## config.mk

```make
export PLATFORM = sky130hd
export DESIGN_NAME = uart_rx_frame_ctrl_flat
export DESIGN_NICKNAME = d
export VERILOG_FILES = /design/src/rtl/uart_rx_frame_ctrl_if.sv /design/src/rtl/uart_rx_frame_ctrl.sv /design/src/flat_wrapper.sv
export SDC_FILE = /design/constraint.sdc
export NUM_CORES = 1
export LEC_CHECK = 0
export CAP_MARGIN = 40
export CORE_MARGIN = 2
export CORE_UTILIZATION = 56
export CTS_BUF_LIST = sky130_fd_sc_hd__clkbuf_4 sky130_fd_sc_hd__clkbuf_8 sky130_fd_sc_hd__clkbuf_16
export CTS_CLUSTER_DIAMETER = 30
export CTS_CLUSTER_SIZE = 28
export DETAILED_ROUTE_END_ITERATION = 12
export PLACE_DENSITY = 0.8
export SETUP_SLACK_MARGIN = 0.3
export SYNTH_ARGS = -nofsm -noshare
export SYNTH_HDL_FRONTEND = slang
export SYNTH_SLANG_ARGS = --single-unit
```

## constraint.sdc

```tcl
create_clock -name CLK -period 2.89 [get_ports CLK]
set_clock_uncertainty 0.1 [all_clocks]
set_input_delay 0.867 -clock CLK [delete_from_list [all_inputs] [get_ports CLK]]
set_output_delay 0.867 -clock CLK [all_outputs]
set_load 0.01 [all_outputs]
```

## src/rtl/uart_rx_frame_ctrl_if.sv

```systemverilog
// rtl/uart_rx_frame_ctrl_if.sv - signal bundle around the UART RX frame controller
//
// Purpose: groups the serial line, the frame configuration, the parity checker
//          handshake and the frame status outputs into one connection.
// Signals:
//   RX_IN       serial line, idle high
//   Prescale    oversampling ratio (8, 16 or 32)
//   PAR_EN      frame carries a parity bit
//   PAR_ERR     registered result from the downstream parity checker
//   S_BIT       majority-voted value of the current bit
//   P_DATA      deserialised data word
//   PAR_Chk_EN  strobe: parity bit is on S_BIT
//   STR_ERR     pulse: start glitch
//   STP_ERR     pulse: stop bit sampled low
//   DATA_VALID  pulse: good frame in P_DATA
//   BUSY        a frame is in progress
// Modports: slave = the frame controller, master = whatever drives the line.
interface uart_rx_frame_ctrl_if #(
  parameter int DATA_WIDTH = 8,
  parameter int PRESCALE_W = 6
);
  logic                  RX_IN;
  logic [PRESCALE_W-1:0] Prescale;
  logic                  PAR_EN;
  logic                  PAR_ERR;
  logic                  S_BIT;
  logic [DATA_WIDTH-1:0] P_DATA;
  logic                  PAR_Chk_EN;
  logic                  STR_ERR;
  logic                  STP_ERR;
  logic                  DATA_VALID;
  logic                  BUSY;

  modport slave (
    input  RX_IN, Prescale, PAR_EN, PAR_ERR,
    output S_BIT, P_DATA, PAR_Chk_EN, STR_ERR, STP_ERR, DATA_VALID, BUSY
  );

  modport master (
    output RX_IN, Prescale, PAR_EN, PAR_ERR,
    input  S_BIT, P_DATA, PAR_Chk_EN, STR_ERR, STP_ERR, DATA_VALID, BUSY
  );
endinterface

```

## src/rtl/uart_rx_frame_ctrl.sv

```systemverilog
// rtl/uart_rx_frame_ctrl.sv - UART receive frame controller
//
// Purpose: bit timing, 3-sample majority voting, start/stop checking and
//          LSB-first deserialisation of one frame; parity checking is done by
//          a downstream checker fed through S_BIT / PAR_Chk_EN / P_DATA.
// Ports:
//   CLK  oversampling clock
//   RST  asynchronous active-high reset
//   rx   uart_rx_frame_ctrl_if.slave (line, config, checker handshake, status)
module uart_rx_frame_ctrl #(
  parameter int DATA_WIDTH = 8,
  parameter int PRESCALE_W = 6
) (
  input  logic                      CLK,
  input  logic                      RST,
  uart_rx_frame_ctrl_if.slave       rx
);

  typedef enum logic [2:0] {IDLE, START, DATA, PARITY, STOP} state_t;

  localparam int BW = (DATA_WIDTH > 1) ? $clog2(DATA_WIDTH) : 1;
  localparam logic [PRESCALE_W-1:0] E_ONE = PRESCALE_W'(1);
  localparam logic [PRESCALE_W-1:0] E_TWO = PRESCALE_W'(2);
  localparam logic [BW-1:0]         B_ONE = BW'(1);
  localparam logic [BW-1:0]         B_LAST = BW'(DATA_WIDTH - 1);

  state_t                state_q;
  logic [PRESCALE_W-1:0] p_q;
  logic                  par_en_q;
  logic [PRESCALE_W-1:0] edge_cnt_q;
  logic [BW-1:0]         bit_cnt_q;
  logic [1:0]            smp_q;
  logic                  s_bit_q;
  logic [DATA_WIDTH-1:0] p_data_q;
  logic                  par_chk_en_q;
  logic                  str_err_q;
  logic                  stp_err_q;
  logic                  data_valid_q;

  // Bit-timing decode points, all relative to the latched prescale.
  logic [PRESCALE_W-1:0] half;
  logic                  at_smp_first, at_smp_mid, at_smp_last, at_cp, at_last;
  logic                  s_bit_d;

  assign half         = p_q >> 1;
  assign at_smp_first = (edge_cnt_q == half - E_ONE);
  assign at_smp_mid   = (edge_cnt_q == half);
  assign at_smp_last  = (edge_cnt_q == half + E_ONE);
  assign at_cp        = (edge_cnt_q == half + E_TWO);
  // With an illegal prescale of 0, p_q - 1 wraps to all ones, so the counter
  // still wraps and every state still has an exit.
  assign at_last      = (edge_cnt_q == p_q - E_ONE);

  // Third sample is taken straight from the line in the same cycle it is voted.
  assign s_bit_d = (smp_q[0] & smp_q[1]) | (smp_q[0] & rx.RX_IN) | (smp_q[1] & rx.RX_IN);

  always_ff @(posedge CLK or posedge RST) begin
    if (RST) begin
      state_q      <= IDLE;
      p_q          <= '0;
      par_en_q     <= 1'b0;
      edge_cnt_q   <= '0;
      bit_cnt_q    <= '0;
      smp_q        <= 2'b11;
      s_bit_q      <= 1'b1;
      p_data_q     <= '0;
      par_chk_en_q <= 1'b0;
      str_err_q    <= 1'b0;
      stp_err_q    <= 1'b0;
      data_valid_q <= 1'b0;
    end else begin
      par_chk_en_q <= 1'b0;
      str_err_q    <= 1'b0;
      stp_err_q    <= 1'b0;
      data_valid_q <= 1'b0;

      if (state_q == IDLE) begin
        edge_cnt_q <= '0;
        bit_cnt_q  <= '0;
        if (!rx.RX_IN) begin
          state_q  <= START;
          p_q      <= rx.Prescale;
          par_en_q <= rx.PAR_EN;
        end
      end else begin
        edge_cnt_q <= at_last ? '0 : edge_cnt_q + E_ONE;
        if (at_smp_first) smp_q[0] <= rx.RX_IN;
        if (at_smp_mid)   smp_q[1] <= rx.RX_IN;
        if (at_smp_last)  s_bit_q  <= s_bit_d;

        case (state_q)
          START: begin
            if (at_cp && s_bit_q) begin
              str_err_q <= 1'b1;
              state_q   <= IDLE;
            end else if (at_last) begin
              state_q   <= DATA;
              bit_cnt_q <= '0;
            end
          end
          DATA: begin
            if (at_cp) p_data_q <= {s_bit_q, p_data_q[DATA_WIDTH-1:1]};
            if (at_last) begin
              if (bit_cnt_q == B_LAST) state_q <= par_en_q ? PARITY : STOP;
              else                     bit_cnt_q <= bit_cnt_q + B_ONE;
            end
          end
          PARITY: begin
            // Raised one cycle early so the strobe sits exactly on the CP cycle.
            if (at_smp_last) par_chk_en_q <= 1'b1;
            if (at_last)     state_q <= STOP;
          end
          STOP: begin
            // Leave at CP so a start edge in the tail of the stop bit is caught.
            if (at_cp) begin
              stp_err_q    <= ~s_bit_q;
              data_valid_q <= s_bit_q & (~par_en_q | ~rx.PAR_ERR);
              state_q      <= IDLE;
            end else if (at_last) begin
              state_q <= IDLE;
            end
          end
          default: state_q <= IDLE;
        endcase
      end
    end
  end

  assign rx.S_BIT      = s_bit_q;
  assign rx.P_DATA     = p_data_q;
  assign rx.PAR_Chk_EN = par_chk_en_q;
  assign rx.STR_ERR    = str_err_q;
  assign rx.STP_ERR    = stp_err_q;
  assign rx.DATA_VALID = data_valid_q;
  assign rx.BUSY       = (state_q != IDLE);

endmodule

```

## src/flat_wrapper.sv

```systemverilog
// flat-port wrapper written by rule: the top's interface ports become plain ports
module uart_rx_frame_ctrl_flat 
#(
  parameter int DATA_WIDTH = 8,
  parameter int PRESCALE_W = 6
)
  (CLK, RST, rx_RX_IN, rx_Prescale, rx_PAR_EN, rx_PAR_ERR, rx_S_BIT, rx_P_DATA, rx_PAR_Chk_EN, rx_STR_ERR, rx_STP_ERR, rx_DATA_VALID, rx_BUSY);
  uart_rx_frame_ctrl_if #(.DATA_WIDTH(DATA_WIDTH), .PRESCALE_W(PRESCALE_W)) rx_i ();
  input  logic CLK;
  input  logic RST;
  input wire logic [$bits(rx_i.RX_IN)-1:0] rx_RX_IN;
  input wire logic [$bits(rx_i.Prescale)-1:0] rx_Prescale;
  input wire logic [$bits(rx_i.PAR_EN)-1:0] rx_PAR_EN;
  input wire logic [$bits(rx_i.PAR_ERR)-1:0] rx_PAR_ERR;
  output wire logic [$bits(rx_i.S_BIT)-1:0] rx_S_BIT;
  output wire logic [$bits(rx_i.P_DATA)-1:0] rx_P_DATA;
  output wire logic [$bits(rx_i.PAR_Chk_EN)-1:0] rx_PAR_Chk_EN;
  output wire logic [$bits(rx_i.STR_ERR)-1:0] rx_STR_ERR;
  output wire logic [$bits(rx_i.STP_ERR)-1:0] rx_STP_ERR;
  output wire logic [$bits(rx_i.DATA_VALID)-1:0] rx_DATA_VALID;
  output wire logic [$bits(rx_i.BUSY)-1:0] rx_BUSY;
  assign rx_i.RX_IN = rx_RX_IN;
  assign rx_i.Prescale = rx_Prescale;
  assign rx_i.PAR_EN = rx_PAR_EN;
  assign rx_i.PAR_ERR = rx_PAR_ERR;
  assign rx_S_BIT = rx_i.S_BIT;
  assign rx_P_DATA = rx_i.P_DATA;
  assign rx_PAR_Chk_EN = rx_i.PAR_Chk_EN;
  assign rx_STR_ERR = rx_i.STR_ERR;
  assign rx_STP_ERR = rx_i.STP_ERR;
  assign rx_DATA_VALID = rx_i.DATA_VALID;
  assign rx_BUSY = rx_i.BUSY;
  uart_rx_frame_ctrl #(.DATA_WIDTH(DATA_WIDTH), .PRESCALE_W(PRESCALE_W)) u_core (.CLK(CLK), .RST(RST), .rx(rx_i));
endmodule
```

[After elaboration in Yosys (flattened, before gate mapping)]
Cells that the tools add are included.
Storage, ports and cells
  bits in registers: 34
  input port bits: 11
  output and inout bits: 14
  word-level logic and storage cells: 91
Cells by class
  $add $sub $neg: 6
  equality and inequality tests: 19
  muxes and demuxes: 30
  bitwise operators: 12
  reduce and logical (&&, ||, !) cells: 11
Operator list (count)
  3-bit two-way mux: 14
  6-bit equality test: 4
  1-bit two-way mux: 12
  6-bit two-way mux: 2
  3-bit by 1-bit != test with 1-bit output (second input constant): 4
  3-bit one-hot mux with 4 select lines: 1
  4-bit by 1-bit != test with 1-bit output (second input constant): 2
  2-bit AND reduction: 4
  5-bit by 1-bit adder with 6-bit output (second input constant): 1
  5-bit by 2-bit adder with 6-bit output (second input constant): 1
  6-bit by 1-bit adder with 6-bit output (second input constant): 1
  3-bit by 2-bit equality test with 1-bit output (second input constant): 2
  3-bit equality test (second input constant): 2
  6-bit by 5-bit equality test with 1-bit output: 1
  3-bit by 2-bit != test with 1-bit output (second input constant): 2
  3-bit one-hot mux with 2 select lines: 1
  6-bit AND reduction: 1
  3-bit nonzero test: 2
  5-bit by 1-bit subtractor with 6-bit output (second input constant): 1
  6-bit by 1-bit subtractor with 6-bit output (second input constant): 1
  1-bit inverter: 5
  5-bit AND reduction: 1
  1-bit AND: 4
  3-bit by 1-bit adder with 3-bit output (second input constant): 1
  other kinds (6): 8

[Logic depth before layout (Yosys ltp)]
  word-level depth: 6
  mapped depth: 11
  mapped depth without buffers: 8

[Least setup slack after synthesis]
OpenSTA, ideal clock, no wires.
  path type: register to register
  from: register u_core.p_q[3]
  to: register u_core.p_data_q[0], in the netlist u_core.rx.P_DATA[0]
  setup time: 0.125 ns
  data arrival time: 2.078 ns
  required time: 2.665 ns
  setup slack: 0.587 ns
  stages on the path, launching flop included: 10
  path buffers: 2
  clock period less this slack: 2.303 ns
  cell sequence: dfrtp_1 buf_4 inv_1 ha_1 xor2_1 nor3b_4 o211ai_2 or3_1 buf_6 mux2_4
Between the ends
  longest elaborated chain between the ends: 3
RTL lines
  start, declared: line uart_rx_frame_ctrl.sv:28  | logic [PRESCALE_W-1:0] p_q;
  start signal, assigned: line uart_rx_frame_ctrl.sv:82  | p_q <= rx.Prescale;
  5-bit by 2-bit adder with 6-bit output: line uart_rx_frame_ctrl.sv:49  | assign at_cp = (edge_cnt_q == half + E_TWO);
  6-bit equality test: line uart_rx_frame_ctrl.sv:49
  3-bit AND reduction (no line)
  end signal, assigned: line uart_rx_frame_ctrl.sv:102  | if (at_cp) p_data_q <= {s_bit_q, p_data_q[DATA_WIDTH-1:1]};
  end, declared: line uart_rx_frame_ctrl.sv:34  | logic [DATA_WIDTH-1:0] p_data_q;
No other way between the ends.
A chain may end at the register's enable or synchronous reset.

[Worst setup path after layout]
  from: register u_core.state_q[2]
  to: output rx_BUSY
Between the ends
  longest elaborated chain between the ends: 1
RTL lines
  start, declared: line uart_rx_frame_ctrl.sv:27  | state_t state_q;
  start signal, assigned: line uart_rx_frame_ctrl.sv:104  | if (bit_cnt_q == B_LAST) state_q <= par_en_q ? PARITY : STOP;
  3-bit nonzero test: line uart_rx_frame_ctrl.sv:135  | assign rx.BUSY = (state_q != IDLE);
  end, declared: line flat_wrapper.sv:21  | output wire logic [$bits(rx_i.BUSY)-1:0] rx_BUSY;
No other way between the ends.

==> results.md <==
- When the netlist entered floorplanning its net count stood at roughly 230.
- The quantity of I/O buffers inserted on ports is 24.
- The floorplan step defined a core boundary enclosing 3720 µm².
- The data arrival time of the critical path is roughly 1600 ps.
- The storage element area is ~860 µm².
- The count of fill cells added during filler insertion is slightly below 300.
- The number of warnings printed during yosys synthesis is 0.
- After legalization and detailed placement, the total HPWL measured 3.23 mm.
- On the worst path, the slowest cell contributes a delay of roughly 500 ps.
- The post-cts hold buffer count is 0.
- The mapped netlist covers between 2000 and 2500 µm².
- Setup repair after global routing could not meet its margin everywhere.
- The total count of hold-check failures in the final report came to 0.
- Setup violations remaining at the end of the flow were counted as 0.
- The worst-case IR drop observed on VDD is between 500 and 600 µV.
- The slowest stage of the critical path belongs to the cell sky130_fd_sc_hd__dfrtp_2.
- The total placed instance area is approximately 2400 µm².
- Among all flip-flop cells after synthesis, the most frequent one is sky130_fd_sc_hd__dfrtp_1.
- The power density over cell area is between 900 and 1000 nW/µm².
- The global-route wire length before repair is about 7.4 mm.
- The worst endpoint required time is about 1900 ps.
- The share of synthesized area occupied by flip-flops and latches is about two fifths.
- The worst pin sits at a relative slew slack of a little under three quarters.
- The total overflow left after global routing is 0.
- The post-route netlist has around 20% of its cells at a drive strength greater than 1.
- In this run the vertical extent of the chip is between 60 and 70 µm.
- In this run the critical register-to-register path is launched from u_core.p_q[3]$_DFFE_PP0P_.
- The number of enable-type register cells in the synthesized netlist is 0.
- The standard-cell row count is 22.
- For this run, the share of the core covered by cells in the final layout is between 60% and 70%.
- Yosys attributes the largest share of cell area to sky130_fd_sc_hd__dfrtp_1 (35%), sky130_fd_sc_hd__ha_1 (5.7%), sky130_fd_sc_hd__mux2_4 (5.5%).
- The endpoint identified for the worst register-to-register timing path is u_core.bit_cnt_q[2]$_DFFE_PP0P_.
- The detail-routed via count per cell is around 5.7.
- The average footprint of a synthesized cell is 10.4 µm².
- The area of the die is 4420 µm².
- The share of total power dissipated in sequential elements is between 30% and 40%.
- Internal power comes to ~1.4 mW.
- The total routed wirelength is ~4.3 mm.
- The max-slew violation total from the final report is 0.
- The initial antenna violation count came to 0.
- The kind of cell adding the most delay to the critical path is buffers and inverters.
- Walking the worst path, the cells encountered are nor3_4 -> inv_1 -> clkdlybuf4s50_1.
- In the synthesized netlist the async set-or-reset flop fraction comes to 100%.
- Setup total negative slack on the finished layout was measured at 0 ps.
- The post-route clock period utilization is between 80% and 90%.
- In this run the count of I/O pins placed on the die edge is 25.
- The run finished with clean final reports.
- The clock transition at the registers of the reported paths is around 70 ps.
- The area of the multi-input gates is ~1200 µm².
- The type of element capturing the critical path is a primary output.
- The count of cell types in the netlist is 56.
- The count of buffers added by post-CTS timing repair for setup is 0.
- The biggest fanout along the worst timing path is 10.
- The top cell type by area accounts for 35.5% of the synthesized area.
- For this block, the initial DRC count from the detailed router was 84.
- Along the worst hold path, the cell count comes to 1.
- The pin slew with the least headroom to its limit is roughly 430 ps.
- The analysis attributes to cell leakage a power of approximately 1.1 nW.
- The TritonCTS clock tree is done.
- The critical path contains buffers and inverters numbering 2 combined.
- The worst hold slack across all endpoints is between 300 and 400 ps.
- The combinational share of power is between 50% and 60%.
- The first-pass detailed-route iteration total is 4.
- Max-cap violations in this run came to 0.
- The finished cells cover 2550 µm².
- The reported net switching power is about 1.1 mW.
- The path class of the tightest hold or removal check is flop to flop.
- For the worst flop-to-flop path, the logic depth is 7.
- Summed over all instances, the cell type with the most area after synthesis is sky130_fd_sc_hd__dfrtp_1.
- Of the total power, the clock network draws 13.7%.
- The area added between synthesis and finish is 16.6%.
- The detail-routed net length per standard cell is around 15 µm.
- In this run the horizontal extent of the chip is ~66 µm.
- The deepest clock path buffer count is 2.
- The number of antenna diodes in the final layout is 0.
- STA classifies the critical path startpoint as a flop.
- Buffers inserted during clock tree synthesis total 5.
- Once detail routing completed, the nets flagged for antenna violations numbered 0.
- The final layout contains between 200 and 300 nets.
- For this design, the sink count on the clock tree is 34.
- The tree is rooted in a sky130_fd_sc_hd__clkbuf_8.
- The endpoint of the worst hold path is u_core.rx.DATA_VALID$_DFF_PP0_.
- Entering global routing, the biggest net connects 35 pins.
- The number of levels the H-tree was split into is 2.
- The overall track demand over capacity in global routing is 22.3%.
- The number of global-route vias before repair was 1,517.
- The clock reaches the later pin of the worst-skew pair after 290 ps.
- The top achievable clock speed is 385 MHz.
- After synthesis the netlist holds a flip-flop and latch count of 34.
- The type of the worst setup path is flop to primary output.
- Routability-driven placement finished with a final weighted congestion of between 0.8 and 0.9.
- The starting utilization of the core area is around 59%.
- The post-layout minimum cycle time is between 2000 and 3000 ps.
- In the synthesized netlist, the number of instances is 211.
- The number of vias after detailed routing is about 1,600.
- The register-to-register path setup slack is 410 ps.
- The worst hold path begins at u_core.par_en_q$_DFFE_PP0P_.
- The fraction of power spent switching nets is between 40% and 50%.
- After detailed routing, the number of remaining DRC violations is 0.
[metrics by stage]
| stage | worst slack, ps | std cells | power [mW] |
|---|---|---|---|
| finish | 291 | 283 | 2.53 |
| CTS | 272 | 283 | 2.52 |
| global placement | 352 | 275 | 2.11 |
| detailed placement | 234 | 275 | 2.16 |
| floorplan | 587 | 211 | 1.92 |
| global route | 240 | 283 | 2.72 |
[final cells by class]
cell class	instances	area share, %
clock buffer	6	2.99
clock inverter	2	0.392
inverter	12	1.77
multi-input combinational	151	47.7
sequential	34	33.6
tap	48	2.35
timing repair buffer	30	11.2
[kinds of logic after synthesis]
| family | Yosys count | share of synthesized area (%) |
|---|---|---|
| buf+inv | 26 | 6.06 |
| simple gates | 65 | 16.3 |
| compound gates | 35 | 12.8 |
| flops | 34 | 39.1 |
| mux | 14 | 8.52 |
| fa+ha+maj | 11 | 6.18 |
| xor+xnor | 26 | 11.1 |
[worst max path at each step]
stage | to | start | cells past startpoint
5_1_grt | rx_BUSY | u_core.state_q[2]$_DFFE_PP0P_ | 3
2_1_floorplan | u_core.rx.P_DATA[0]$_DFFE_PP0P_ | u_core.p_q[3]$_DFFE_PP0P_ | 9
3_5_place_dp | u_core.rx.P_DATA[5]$_DFFE_PP0P_ | u_core.p_q[3]$_DFFE_PP0P_ | 7
4_1_cts | rx_BUSY | u_core.state_q[2]$_DFFE_PP0P_ | 3
6_report | rx_BUSY | u_core.state_q[2]$_DFFE_PP0P_ | 3
3_3_place_gp | u_core.rx.P_DATA[0]$_DFFE_PP0P_ | u_core.p_q[3]$_DFFE_PP0P_ | 7
[sequential cells by signal, indices dropped and copies added, names as in the netlist]
signal / flops
u_core.rx.DATA_VALID: 1
u_core.bit_cnt_q: 3
u_core.par_en_q: 1
u_core.rx.STP_ERR: 1
u_core.rx.STR_ERR: 1
u_core.p_q: 6
u_core.rx.P_DATA: 8
u_core.state_q: 3
u_core.rx.S_BIT: 1
u_core.rx.PAR_Chk_EN: 1
u_core.edge_cnt_q: 6
u_core.smp_q: 2
[timing repair]
item,CTS,global route
endpoints found under the setup margin,11,16
gates cloned,0,0
resized for setup,4,5
[synth_stat cells (all sizes together), types with 2 or more instances]
| cell | instances |
|---|---|
| nor3b | 2 |
| inv | 12 |
| nand4 | 2 |
| dfstp | 3 |
| nand3 | 5 |
| nand3b | 2 |
| ha | 10 |
| nor3 | 6 |
| nand2b | 3 |
| nor2 | 22 |
| xor2 | 13 |
| a221oi | 3 |
| dfrtp | 31 |
| nand2 | 13 |
| mux2 | 13 |
| o2111ai | 2 |
| xnor2 | 13 |
| o21bai | 2 |
| and4b | 3 |
| a32oi | 2 |
| buf | 9 |
| a21boi | 2 |
| o21ai | 12 |
| a211oi | 2 |
| clkbuf | 5 |
[per-layer routing]
metal  GRT usage (%)  vias to the layer above  wire length, µm
met5               0                        -                0
met4            8.67                        0               66
met3            4.39                        7              143
met2            36.6                       42             2240
met1            28.8                      801             1880
li1                -                      774                -
[cell usage in the layout (no fill, tap or decap), types with 2 or more instances in the layout]
master                             n
sky130_fd_sc_hd__dfrtp_1          29
sky130_fd_sc_hd__clkdlybuf4s50_1  24
sky130_fd_sc_hd__nor2_1           22
sky130_fd_sc_hd__nand2_1          13
sky130_fd_sc_hd__xor2_1           13
sky130_fd_sc_hd__xnor2_1          11
sky130_fd_sc_hd__inv_1            10
sky130_fd_sc_hd__ha_1             10
sky130_fd_sc_hd__o21ai_1           9
sky130_fd_sc_hd__mux2_4            8
sky130_fd_sc_hd__buf_4             6
sky130_fd_sc_hd__nand3_1           5
sky130_fd_sc_hd__clkbuf_8          5
sky130_fd_sc_hd__nor3_1            4
sky130_fd_sc_hd__mux2_2            4
sky130_fd_sc_hd__o21ai_0           3
sky130_fd_sc_hd__and4b_1           3
sky130_fd_sc_hd__dfstp_2           3
sky130_fd_sc_hd__nand2b_1          2
sky130_fd_sc_hd__inv_2             2
sky130_fd_sc_hd__nand3b_1          2
sky130_fd_sc_hd__xnor2_2           2
sky130_fd_sc_hd__o21bai_1          2
sky130_fd_sc_hd__a32oi_1           2
sky130_fd_sc_hd__nand4_1           2
sky130_fd_sc_hd__a211oi_1          2
sky130_fd_sc_hd__clkinv_2          2
sky130_fd_sc_hd__dfrtp_2           2
[power groups by stage]
stage	sequential [mW]	combinational, mW	clock (mW)
detailed placement	0.831	1.33	0
global route	0.862	1.48	0.376
CTS	0.824	1.34	0.351
floorplan	0.726	1.19	0
finish	0.836	1.34	0.346
global placement	0.822	1.28	0
(Power assumes the default switching activity.)
